[src/rtl/pc_sequencer_pkg.sv]
// Shared types and constants for the PC sequencer and its next-PC selector.
package pc_sequencer_pkg;

    localparam int unsigned PcWidth = 32;

    typedef enum logic [2:0] {
        StIdle   = 3'd0,
        StFetch  = 3'd1,
        StWait   = 3'd2,
        StIssue  = 3'd3,
        StExec   = 3'd4,
        StUpdate = 3'd5,
        StHalt   = 3'd6,
        StFault  = 3'd7
    } state_e;

    localparam logic [1:0] FaultNone       = 2'd0;
    localparam logic [1:0] FaultTimeout    = 2'd1;
    localparam logic [1:0] FaultMisaligned = 2'd2;

endpackage

[src/rtl/pc_next_select.sv]
// Next-PC priority mux (jump > branch > sequential) with target alignment check.
module pc_next_select
    import pc_sequencer_pkg::*;
#(
    parameter int unsigned PcStep = 4
) (
    input  logic [PcWidth-1:0] pc_i,
    input  logic               jump_i,
    input  logic [PcWidth-1:0] jump_target_i,
    input  logic               branch_taken_i,
    input  logic [PcWidth-1:0] branch_target_i,
    output logic [PcWidth-1:0] next_pc_o,
    output logic               misaligned_o
);

    always_comb begin
        // Sequential addition wraps modulo 2^32.
        next_pc_o = pc_i + PcStep;
        if (jump_i) begin
            next_pc_o = jump_target_i;
        end else if (branch_taken_i) begin
            next_pc_o = branch_target_i;
        end
        misaligned_o = |next_pc_o[1:0];
    end

endmodule

[src/rtl/pc_sequencer.sv]
// Multicycle fetch/issue/execute/update controller owning the architectural PC.
module pc_sequencer
    import pc_sequencer_pkg::*;
#(
    parameter logic [31:0] RESET_VECTOR  = 32'h0000_0000,
    parameter int unsigned PC_STEP       = 4,
    parameter int unsigned FETCH_TIMEOUT = 255
) (
    input  logic        clock,
    input  logic        reset,
    input  logic        run,
    input  logic        step,
    input  logic        halt_req,
    output logic        imem_req,
    output logic [31:0] imem_addr,
    input  logic        imem_ack,
    input  logic [31:0] imem_instr,
    output logic [31:0] instr,
    output logic        instr_valid,
    input  logic        exec_done,
    input  logic        branch_taken,
    input  logic [31:0] branch_target,
    input  logic        jump,
    input  logic [31:0] jump_target,
    output logic [31:0] pc_current,
    output logic        pc_we,
    output logic [31:0] retired,
    output logic [2:0]  state,
    output logic        halted,
    output logic        fault,
    output logic [1:0]  fault_code
);

    localparam logic [7:0] TimeoutLimit = 8'(FETCH_TIMEOUT);

    state_e      state_q, state_d;
    logic [31:0] pc_q, pc_d;
    logic [31:0] next_pc_q, next_pc_d;
    logic [31:0] instr_q, instr_d;
    logic [31:0] retired_q, retired_d;
    logic [7:0]  wait_cnt_q, wait_cnt_d;
    logic [1:0]  fault_code_q, fault_code_d;
    logic        halt_latch_q, halt_latch_d;
    logic        single_step_q, single_step_d;
    logic [31:0] sel_pc;
    logic        sel_misaligned;

    pc_next_select #(
        .PcStep (PC_STEP)
    ) u_next_select (
        .pc_i            (pc_q),
        .jump_i          (jump),
        .jump_target_i   (jump_target),
        .branch_taken_i  (branch_taken),
        .branch_target_i (branch_target),
        .next_pc_o       (sel_pc),
        .misaligned_o    (sel_misaligned)
    );

    always_comb begin
        state_d       = state_q;
        pc_d          = pc_q;
        next_pc_d     = next_pc_q;
        instr_d       = instr_q;
        retired_d     = retired_q;
        wait_cnt_d    = wait_cnt_q;
        fault_code_d  = fault_code_q;
        halt_latch_d  = halt_latch_q | halt_req;
        single_step_d = single_step_q;
        imem_req      = 1'b0;
        instr_valid   = 1'b0;
        pc_we         = 1'b0;

        case (state_q)
            StIdle: begin
                if (run || step) begin
                    state_d       = StFetch;
                    single_step_d = step;
                end
            end
            StFetch: begin
                imem_req   = 1'b1;
                wait_cnt_d = 8'd0;
                state_d    = StWait;
            end
            StWait: begin
                // An ack always beats a timeout landing in the same cycle.
                if (imem_ack) begin
                    instr_d = imem_instr;
                    state_d = StIssue;
                end else begin
                    wait_cnt_d = wait_cnt_q + 8'd1;
                    if (wait_cnt_d == TimeoutLimit) begin
                        state_d      = StFault;
                        fault_code_d = FaultTimeout;
                    end
                end
            end
            StIssue: begin
                instr_valid = 1'b1;
                state_d     = StExec;
            end
            StExec: begin
                if (exec_done) begin
                    if (sel_misaligned) begin
                        state_d      = StFault;
                        fault_code_d = FaultMisaligned;
                    end else begin
                        next_pc_d = sel_pc;
                        state_d   = StUpdate;
                    end
                end
            end
            StUpdate: begin
                pc_we     = 1'b1;
                pc_d      = next_pc_q;
                retired_d = retired_q + 32'd1;
                if (halt_latch_q || halt_req) begin
                    state_d = StHalt;
                end else if (single_step_q || !run) begin
                    state_d       = StIdle;
                    single_step_d = 1'b0;
                end else begin
                    state_d = StFetch;
                end
            end
            StHalt, StFault: begin
            end
            default: state_d = StIdle;
        endcase
    end

    always_ff @(posedge clock) begin
        if (reset) begin
            state_q       <= StIdle;
            pc_q          <= RESET_VECTOR;
            next_pc_q     <= RESET_VECTOR;
            instr_q       <= 32'd0;
            retired_q     <= 32'd0;
            wait_cnt_q    <= 8'd0;
            fault_code_q  <= FaultNone;
            halt_latch_q  <= 1'b0;
            single_step_q <= 1'b0;
        end else begin
            state_q       <= state_d;
            pc_q          <= pc_d;
            next_pc_q     <= next_pc_d;
            instr_q       <= instr_d;
            retired_q     <= retired_d;
            wait_cnt_q    <= wait_cnt_d;
            fault_code_q  <= fault_code_d;
            halt_latch_q  <= halt_latch_d;
            single_step_q <= single_step_d;
        end
    end

    assign imem_addr  = pc_q;
    assign pc_current = pc_q;
    assign instr      = instr_q;
    assign retired    = retired_q;
    assign state      = state_q;
    assign halted     = (state_q == StHalt);
    assign fault      = (state_q == StFault);
    assign fault_code = fault_code_q;

endmodule

[config.mk]
export PLATFORM = sky130hd
export DESIGN_NAME = pc_sequencer
export DESIGN_NICKNAME = d
export VERILOG_FILES = /design/src/rtl/pc_sequencer_pkg.sv /design/src/rtl/pc_next_select.sv /design/src/rtl/pc_sequencer.sv
export SDC_FILE = /design/constraint.sdc
export NUM_CORES = 1
export LEC_CHECK = 0
export CELL_PAD_IN_SITES_DETAIL_PLACEMENT = 0
export CELL_PAD_IN_SITES_GLOBAL_PLACEMENT = 1
export CORE_MARGIN = 2
export CORE_UTILIZATION = 34
export CTS_BUF_LIST = sky130_fd_sc_hd__clkbuf_8
export DETAILED_ROUTE_END_ITERATION = 7
export PLACE_DENSITY = 0.82
export SLEW_MARGIN = 30
export SYNTH_ARGS = -nofsm -noshare
export SYNTH_HDL_FRONTEND = slang
export SYNTH_SLANG_ARGS = --single-unit
[constraint.sdc]
create_clock -name clock -period 2.2 [get_ports clock]
set_input_delay 0.44 -clock clock [delete_from_list [all_inputs] [get_ports clock]]
set_output_delay 0.44 -clock clock [all_outputs]
set_load 0.005 [all_outputs]
# Word-level counts from Yosys, hierarchy flattened
# Index checks and enable logic that the tools add are counted.
op_classes:
  addsub: 3
  multipliers: 0
  div_mod_pow: 0
  n_lt_le_gt_ge: 0
  eq_ne: 16
  shifts: 0
  mux: 24
  n_bitwise: 2
  reduce_logical: 16
op_table:
  columns: ["op", "n"]
  rows:
  - ["$mux W32", 2]
  - ["$add A32 B1 Y32 const B", 1]
  - ["$add A32 B3 Y32 const B", 1]
  - ["$pmux W3 S6", 1]
  - ["$pmux W8 S2", 1]
  - ["$mux W3", 5]
  - ["$ne A2 B2 Y1 const B", 7]
  - ["$eq A3 B3 Y1 const B", 4]
  - ["$mux W2", 5]
  - ["$add A8 B1 Y8 const B", 1]
  - ["$eq A8 B8 Y1 const B", 1]
  - ["$mux W8", 1]
  - ["$reduce_and A4 Y1", 2]
  - ["$mux W1", 7]
  - ["$eq A3 B2 Y1 const B", 2]
  - ["$reduce_bool A2 Y1", 3]
  - ["$reduce_bool A6 Y1", 1]
  - ["$reduce_and A5 Y1", 1]
  - ["$pmux W2 S2", 1]
  - ["$reduce_and A2 Y1", 2]
  - ["$eq A3 B1 Y1 const B", 1]
  - ["$logic_not A3 Y1", 1]
  - ["$logic_or A1 B1 Y1", 3]
  - ["$ne A3 B3 Y1 const B", 1]
  - ["6 further kinds", 6]
totals:
  register_bits: 143
  latch_bits: 0
  ramBits: 0
  romBits: 0
  inputBits: 105
  word_cells: 70
  n_memories: 0

# Depth between registers and ports, before layout
# Gate-level depths: netlist (run 1).
logic_depth:
  ltp_word: 7
  ltp_mapped: 8
  ltp_nobuf: 7

# Cells and area by module
# A second synthesis (run 1) with hierarchy kept.
hier_totals:
  cells_unflattened: 952
  hier_area_um2: 7159.4
modules_own_cells:
  columns: ["module", "n_inst", "cells_each", "area_per_inst_um2", "seq_area_each_um2"]
  rows:
  - ["pc_sequencer", 1, 771, 6034.5, 2862.7]
  - ["pc_next_select", 1, 181, 1124.8, 0.0]

# Worst setup path after synthesis (run 1)
# Ideal clock, no wire load.
synth_timing:
  kind: "reg-to-reg"
  start: "register pc_q[2], in the netlist imem_addr[2]"
  end: "register next_pc_q[16]"
  setup_time_ns: 0.126
  arrival_ns: 1.895
  required_time_ns: 2.074
  slack_ns: 0.179
  path_stages_with_launch: 7
  path_buffers: 0
  path_cell_list: "dfxtp_1 > ha_1 > nand3_1 > or4_1 > xnor2_1 > a222oi_1 > a21oi_1"
synth_via:
  elab_chain_len: 3
synth_rtl:
  columns: ["element", "line_no", "text"]
  rows:
  - ["from (decl)", "pc_sequencer.sv:37", "logic [31:0] pc_q, pc_d;"]
  - ["from (signal assigned)", "pc_sequencer.sv:146", "pc_q <= pc_d;"]
  - ["$add A32 B3 Y32", "pc_next_select.sv:18", "next_pc_o = pc_i + PcStep;"]
  - ["$mux W32", "pc_next_select.sv:21", "end else if (branch_taken_i) begin"]
  - ["$mux W32", "pc_next_select.sv:19", "if (jump_i) begin"]
  - ["to (signal assigned)", "pc_sequencer.sv:147", "next_pc_q <= next_pc_d;"]
  - ["to (decl)", "pc_sequencer.sv:38", "logic [31:0] next_pc_q, next_pc_d;"]
# Every way passes these cells.
# A chain may end at the register's enable or synchronous reset.

# Worst setup path in the final report (run 1)
layout_timing:
  start: "register state_q[1], in the netlist state[1]"
  end: "output port halted"
layout_via:
  elab_chain_len: 1
layout_rtl:
  columns: ["element", "line_no", "text"]
  rows:
  - ["from (decl)", "pc_sequencer.sv:36", "state_e state_q, state_d;"]
  - ["from (signal assigned)", "pc_sequencer.sv:135", "state_q <= StIdle;"]
  - ["from (signal assigned)", "pc_sequencer.sv:145", "state_q <= state_d;"]
  - ["$eq A3 B3 Y1", "pc_sequencer.sv:162", "assign halted = (state_q == StHalt);"]
  - ["to (decl)", "pc_sequencer.sv:29", "output logic halted,"]
# Every way passes these cells.

==> results_dict.tcl, run 1 <==
set metrics [dict create \
    ioPinCount 243 \
    fin_crit_sh_pct 95.9 \
    arrival_ns 1.67 \
    routed.top_layer "met4" \
    cts_hold_buffers 0 \
    post-route-util_pct 50.4 \
    start_util_pct 34.4 \
    clk_pin_slew_worst_paths_ns 0.09 \
    synth.distinct_cells 70 \
    ant_nets 0 \
    critPathLaunchType "register" \
    hold_depth 3 \
    grt_max_degree 55 \
    io_buffers 242 \
    min_from "reset" \
    drt_iter0_markers 410 \
    grt_first_pass_wirelength_um 36500 \
    wl_per_cell_um 16.2 \
    cp_max_fo 9 \
    synth_edf_count 0 \
    syn_inst 913 \
    dieArea_um2 22200 \
    fin_nets 1266 \
    cts.sinks 143 \
    synth.avg_cell_area_um2 7.84 \
    hold_end "next_pc_q[2]" \
    stdcell_area_um2 10500 \
    status "finished, final reports clean" \
    drt_wl_total_um 23400 \
    ys_seq_area_share_pct 40.0 \
    yosysTopAreaCell "dfxtp_1" \
    worst-path-stages 4 \
    r2r-start "imem_addr[3]" \
    final_cell_mix "238 x clkdlybuf4s50_1, 174 x nand2_1, 141 x dfxtp_1" \
    r2r_end "next_pc_q[16]" \
    clockBufferDepth 2 \
    num_antenna_cells 0 \
    power_leakage_nw 3.70 \
    first_pass_iters 5 \
    place.gp.congestion 0.859 \
    startpoint "state[1]" \
    layout_commonest_cell "clkdlybuf4s50_1" \
    insertion_delay_ns 0.45 \
    criticalPathCategory "register to primary output" \
    yosys_warnings 0 \
    viasPerCell 5.12 \
    hold_viol_final 0 \
    synth_area_leaders "dfxtp_1 40%, nand2_1 9.1%, a21oi_1 8.0%, xor2_1 3.8%, buf_4 3.4%" \
    design.core.area_um2 20800 \
    cts-root-buf "clkbuf_8" \
    cpPeakStageDelay_ns 0.51 \
    rsz0062_at_grt "false" \
    crit_slowest_cell "clkdlybuf4s50_1" \
    htree_levels 4 \
    grt_pass1_vias 6883 \
    hold_path.class "input port to register" \
    fin_ws_ns 0.0904 \
    critPathTopFamily "buffers and inverters" \
    post_route_cells_drive_above_1_share_pct 11.5 \
    r2r_cells 6 \
    required_ns 1.76 \
    antenna_found_initial 0 \
    critical_path.cell_chain "buf_4 > nand2_1 > nor2_2 > clkdlybuf4s50_1" \
    end_kind "primary output" \
    clock.fmax_mhz 474 \
    ir_drop_mv 0.401 \
    syn_area_um2 7160 \
    synth_nets 1023 \
    grt_use_total_pct 20.8 \
    fillerInstances 2069 \
    power.total_mw 6.20 \
    hpwl_um 17100 \
    drv_slew 0 \
    worst_slew_pin_slew_ns 0.736 \
    dr_wl_met3_um 1820 \
    wl_met1_um 10700 \
    hold_ws_ns 0.425 \
    chipHeight_um 149 \
    row_count 53 \
    fin_worst_skew_ns 0.00965 \
    preCtsSetupSlack_ns -0.282 \
    finalSetupViolations 0 \
    syn_to_final_growth_pct 46.5 \
    cts_tree "done" \
    powerDensity_nw_per_um2 592 \
    routed-wl-met2_um 10700 \
    route.detailed.drc 0 \
    relSlewSlack_pct 50.9 \
    seq_area_um2 2870 \
    async_reset_ff_share_pct 0 \
    drv_cap 0 \
    multiInputGateArea_um2 3800 \
    ys_ff_latch 143 \
    dpl_cell_area_um2 10000 \
    r2r_setup_slack_ns 0.09 \
    grt_overflow 0 \
    period_needed_ns 2.11 \
    synth_top_area_share_pct 40.0 \
    synth_ff_type "dfxtp_1" \
    die_w_um 149 \
    numCtsBuffers 17 \
    path_buf_inv 2 \
    via_count 7400 \
]
[kinds of logic after synthesis]
group,Yosys count,synth area share [%]
AOI/OAI and AO/OA,230,19.2
xor gates and xnor gates,45,5.51
adders and majority gates,5,0.874
buffers and inverters,110,7.64
DFF,143,40.0
muxes,6,0.856
and+or+nand+nor,374,25.9
[layer usage]
layer / up-vias / GRT usage, %
met5: - / 0
met4: 0 / 5.05
met3: 18 / 5.11
met2: 260 / 33.4
met1: 3440 / 28.1
li1: 3682 / -
[sequential cells by signal (all words and copies together) (netlist names)]
register	count
imem_addr	32
next_pc_q	32
state	3
instr	32
fault_code	2
wait_cnt_q	8
halt_latch_q	1
single_step_q	1
retired	32
[power breakdown]
part	switching (mW)	internal, mW
clock	1.11	1.02
sequential	0.0658	2.70
combinational	0.643	0.669
[cell type report]
| cell class | count | share of cell area (%) |
|---|---|---|
| multi-input combinational | 660 | 36.3 |
| timing repair buffer | 316 | 28.6 |
| sequential | 143 | 27.4 |
| tap | 275 | 3.28 |
| clock buffer | 17 | 2.23 |
| clock inverter | 15 | 1.55 |
| inverter | 18 | 0.668 |
[synth_stat cells (10+ instances only)]
library cell,instances
nand2_1,174
dfxtp_1,143
a21oi_1,114
nor2_1,51
clkbuf_1,44
o21ai_0,43
buf_4,32
xor2_1,31
nand3_1,26
nand4_1,23
inv_1,18
nor3_1,17
and3_1,15
xnor2_1,14
a31oi_1,13
nor4_1,11
buf_2,10
[stage by stage]
| stage | instances | setup TNS [ns] |
|---|---|---|
| 6_report | 1444 | 0 |
| 5_1_grt | 1444 | 0 |
| 4_1_cts | 1442 | 0 |
| 3_5_place_dp | 1410 | -6.89 |
| 3_3_place_gp | 1410 | -6.09 |
| 2_1_floorplan | 913 | 0 |
[worst max-delay path by stage]
stage | end | slack, ns
CTS | pc_we | 0.007
detailed placement | next_pc_q[15] | -0.28
floorplan | next_pc_q[16] | 0.18
global route | halted | 0.004
finish | halted | 0.09
global placement | next_pc_q[30] | -0.29
[worst min-delay path, stage by stage]
cell,delay (ns)
buf_4,0.10
buf_4,0.23
a21oi_1,0.06
[repair_timing]
action | 4_1_cts | 5_1_grt
setup buffers | 0 | 2
cloned | 0 | 0
endpoints found under the setup margin | 5 | 4
resized for setup | 10 | 8
pin swaps | 0 | 3
No activity file was read; power rests on OpenSTA's default activity.
==> run 2, diff against run 1 <==
ABC_AREA = 1   (was unset)
CORE_UTILIZATION = 33   (was 34)
==> run 2 against run 1 <==
Against the previous run: clock skew is 0.0062 ns higher; first-iteration DRC count is 2.9% lower; maximum frequency is 0.34% higher; core utilization is 3.2 points lower; largest cell class unchanged.
==> results_dict.tcl, run 2 <==
set metrics [dict create \
    hpwl_um 17900 \
    drv_slew 0 \
    final.setup.tns_ns 0 \
    clk_pin_slew_worst_paths_ns 0.08 \
    row_count 55 \
    cp_max_fo 7 \
    period_needed_ns 2.10 \
    cts.sinks 143 \
    arrival_ns 1.66 \
    ioPinCount 243 \
    cts_tree "done" \
    fin_ws_ns 0.0976 \
    worst_slew_pin_slew_ns 0.722 \
    insertion_delay_ns 0.46 \
    via_count 8157 \
    design.core.area_um2 22700 \
    yosys_warnings 0 \
    yosysTopAreaCell "dfxtp_1" \
    drt_wl_total_um 25000 \
    async_reset_ff_share_pct 0 \
    fin_nets 1493 \
    hold_path.class "register to register" \
    synth_ff_type "dfxtp_1" \
    synth.avg_cell_area_um2 6.53 \
    die_w_um 156 \
    grt_max_degree 102 \
    synth.distinct_cells 39 \
    ys_ff_latch 143 \
    ant_nets 0 \
    synth_edf_count 0 \
    synth_commonest_cells "256 x nand2_1, 200 x nor2_1, 143 x dfxtp_1, 119 x o21ai_0, 117 x a21oi_1" \
    chipHeight_um 156 \
    grt_use_total_pct 20.5 \
    critPathLaunchType "register" \
    cpPeakStageDelay_ns 0.51 \
    first_pass_iters 5 \
    clockBufferDepth 2 \
    place.gp.congestion 0.834 \
    fin_worst_skew_ns 0.0158 \
    layout_commonest_cell "nand2_1" \
    start_util_pct 33.8 \
    synth_top_area_share_pct 37.3 \
    num_antenna_cells 0 \
    syn_to_final_growth_pct 39.7 \
    drt_iter0_markers 398 \
    rsz0062_at_grt "false" \
    grt_overflow 0 \
    viasPerCell 4.85 \
    final_cell_mix "256 x nand2_1, 240 x clkdlybuf4s50_1, 199 x nor2_1" \
    syn_area_um2 7670 \
    ir_drop_mv 0.368 \
    grt_pass1_vias 7670 \
    numCtsBuffers 17 \
    power_leakage_nw 3.87 \
    hold_viol_final 0 \
    antenna_found_initial 0 \
    status "finished, final reports clean" \
    cts-root-buf "clkbuf_8" \
    dieArea_um2 24500 \
    io_buffers 242 \
    synth_area_leaders "dfxtp_1 37%, nand2_1 13%, nor2_1 9.8%, o21ai_0 7.8%, a21oi_1 7.6%" \
    hold_ws_ns 0.463 \
    htree_levels 4 \
    r2r_setup_slack_ns 0.27 \
    powerDensity_nw_per_um2 703 \
    synth_nets 1284 \
    synth_most_common_cell "nand2_1" \
    end_kind "primary output" \
    route.detailed.drc 0 \
    grt_first_pass_wirelength_um 39800 \
    criticalPathCategory "register to primary output" \
    clock.fmax_mhz 476 \
    syn_inst 1174 \
    preCtsSetupSlack_ns 0.0482 \
    power.total_mw 7.53 \
    dpl_cell_area_um2 10200 \
    relSlewSlack_pct 51.9 \
    fin_crit_sh_pct 95.6 \
    wl_per_cell_um 14.8 \
    finalSetupViolations 0 \
    drv_cap 0 \
    ys_seq_area_share_pct 37.3 \
    stdcell_area_um2 10700 \
    post_route_cells_drive_above_1_share_pct 7.74 \
    crit_slowest_cell "clkdlybuf4s50_1" \
    required_ns 1.76 \
    cts_hold_buffers 0 \
    critical_path.cell_chain "buf_6 > nand3_1 > inv_2 > clkdlybuf4s50_1" \
    fillerInstances 2362 \
]
## run 2: changes by cell type in the layout (fill, tap and decap cells not counted), sizes merged, moves of 10 or more
cell	change
xnor2	-13
o21ai	+75
nor4	-11
and4	-10
inv	+81
nand3	+38
buf	-44
nand2	+86
and3	-15
xor2	-19
nor2	+159
## run 2: cell families (layout without fill, tap and decap cells)
| family | after synthesis | count (layout) | share of synthesized area [%] |
|---|---|---|---|
| and+or+nand+nor | 582 | 582 | 32.4 |
| xor gates and xnor gates | 13 | 13 | 1.48 |
| AOI/OAI and AO/OA | 255 | 255 | 17.3 |
| DFF | 143 | 143 | 37.3 |
| adders and majority gates | 5 | 5 | 0.816 |
| buffers and inverters | 176 | 398 | 10.7 |
## run 2: power by group
group / leakage, nW / internal (mW) / total, mW / switching [mW]
combinational: 2.50 / 1.14 / 2.18 / 1.04
clock: 0.207 / 0.961 / 2.19 / 1.23
sequential: 1.16 / 2.89 / 3.15 / 0.267
## run 2: through the flow
| stage | util (%) | instances |
|---|---|---|
| finish | 47.2 | 1681 |
| global route | 47.2 | 1681 |
| CTS | 46.9 | 1677 |
| detailed placement | 45.1 | 1644 |
| global placement | 45.1 | 1644 |
| floorplan | - | 1174 |
## run 2: cell type report
cell class | count | area (µm²) | area share, %
clock buffer | 17 | 234 | 2.18
clock inverter | 15 | 168 | 1.57
inverter | 94 | 363 | 3.39
multi-input combinational | 855 | 4000 | 37.4
sequential | 143 | 2870 | 26.8
tap | 285 | 357 | 3.33
timing repair buffer | 272 | 2720 | 25.4
## run 2: worst paths after layout
kind                       from             to  depth (start not counted)
setup reg to reg   imem_addr[3]  next_pc_q[16]                         10
hold / removal    single_step_q  single_step_q                          2
setup / recovery       state[0]       imem_req                          4
hold reg to reg   single_step_q  single_step_q                          2
## run 2: what timing repair did
action,CTS,global route
pin swaps,0,1
buffers inserted,1,4
gates resized for setup,6,8
setup endpoints to repair,3,5
## run 2: metal layers
metal / wire length (µm) / up-vias / GRT usage (%) / part of all wire (%)
met3: 1730 / 24 / 5.10 / 6.9
li1: - / 4212 / - / -
met5: 0 / - / 0 / 0
met1: 11300 / 3669 / 26.5 / 45
met4: 390 / 0 / 5.99 / 1.6
met2: 11500 / 252 / 33.8 / 46
## run 2: critical path: cells and delay by family, from the launching register on
family / cells / cell delay [ns]
and+or+nand+nor: 1 / 0.12
DFF: 1 / 0.37
buffers and inverters: 3 / 0.73
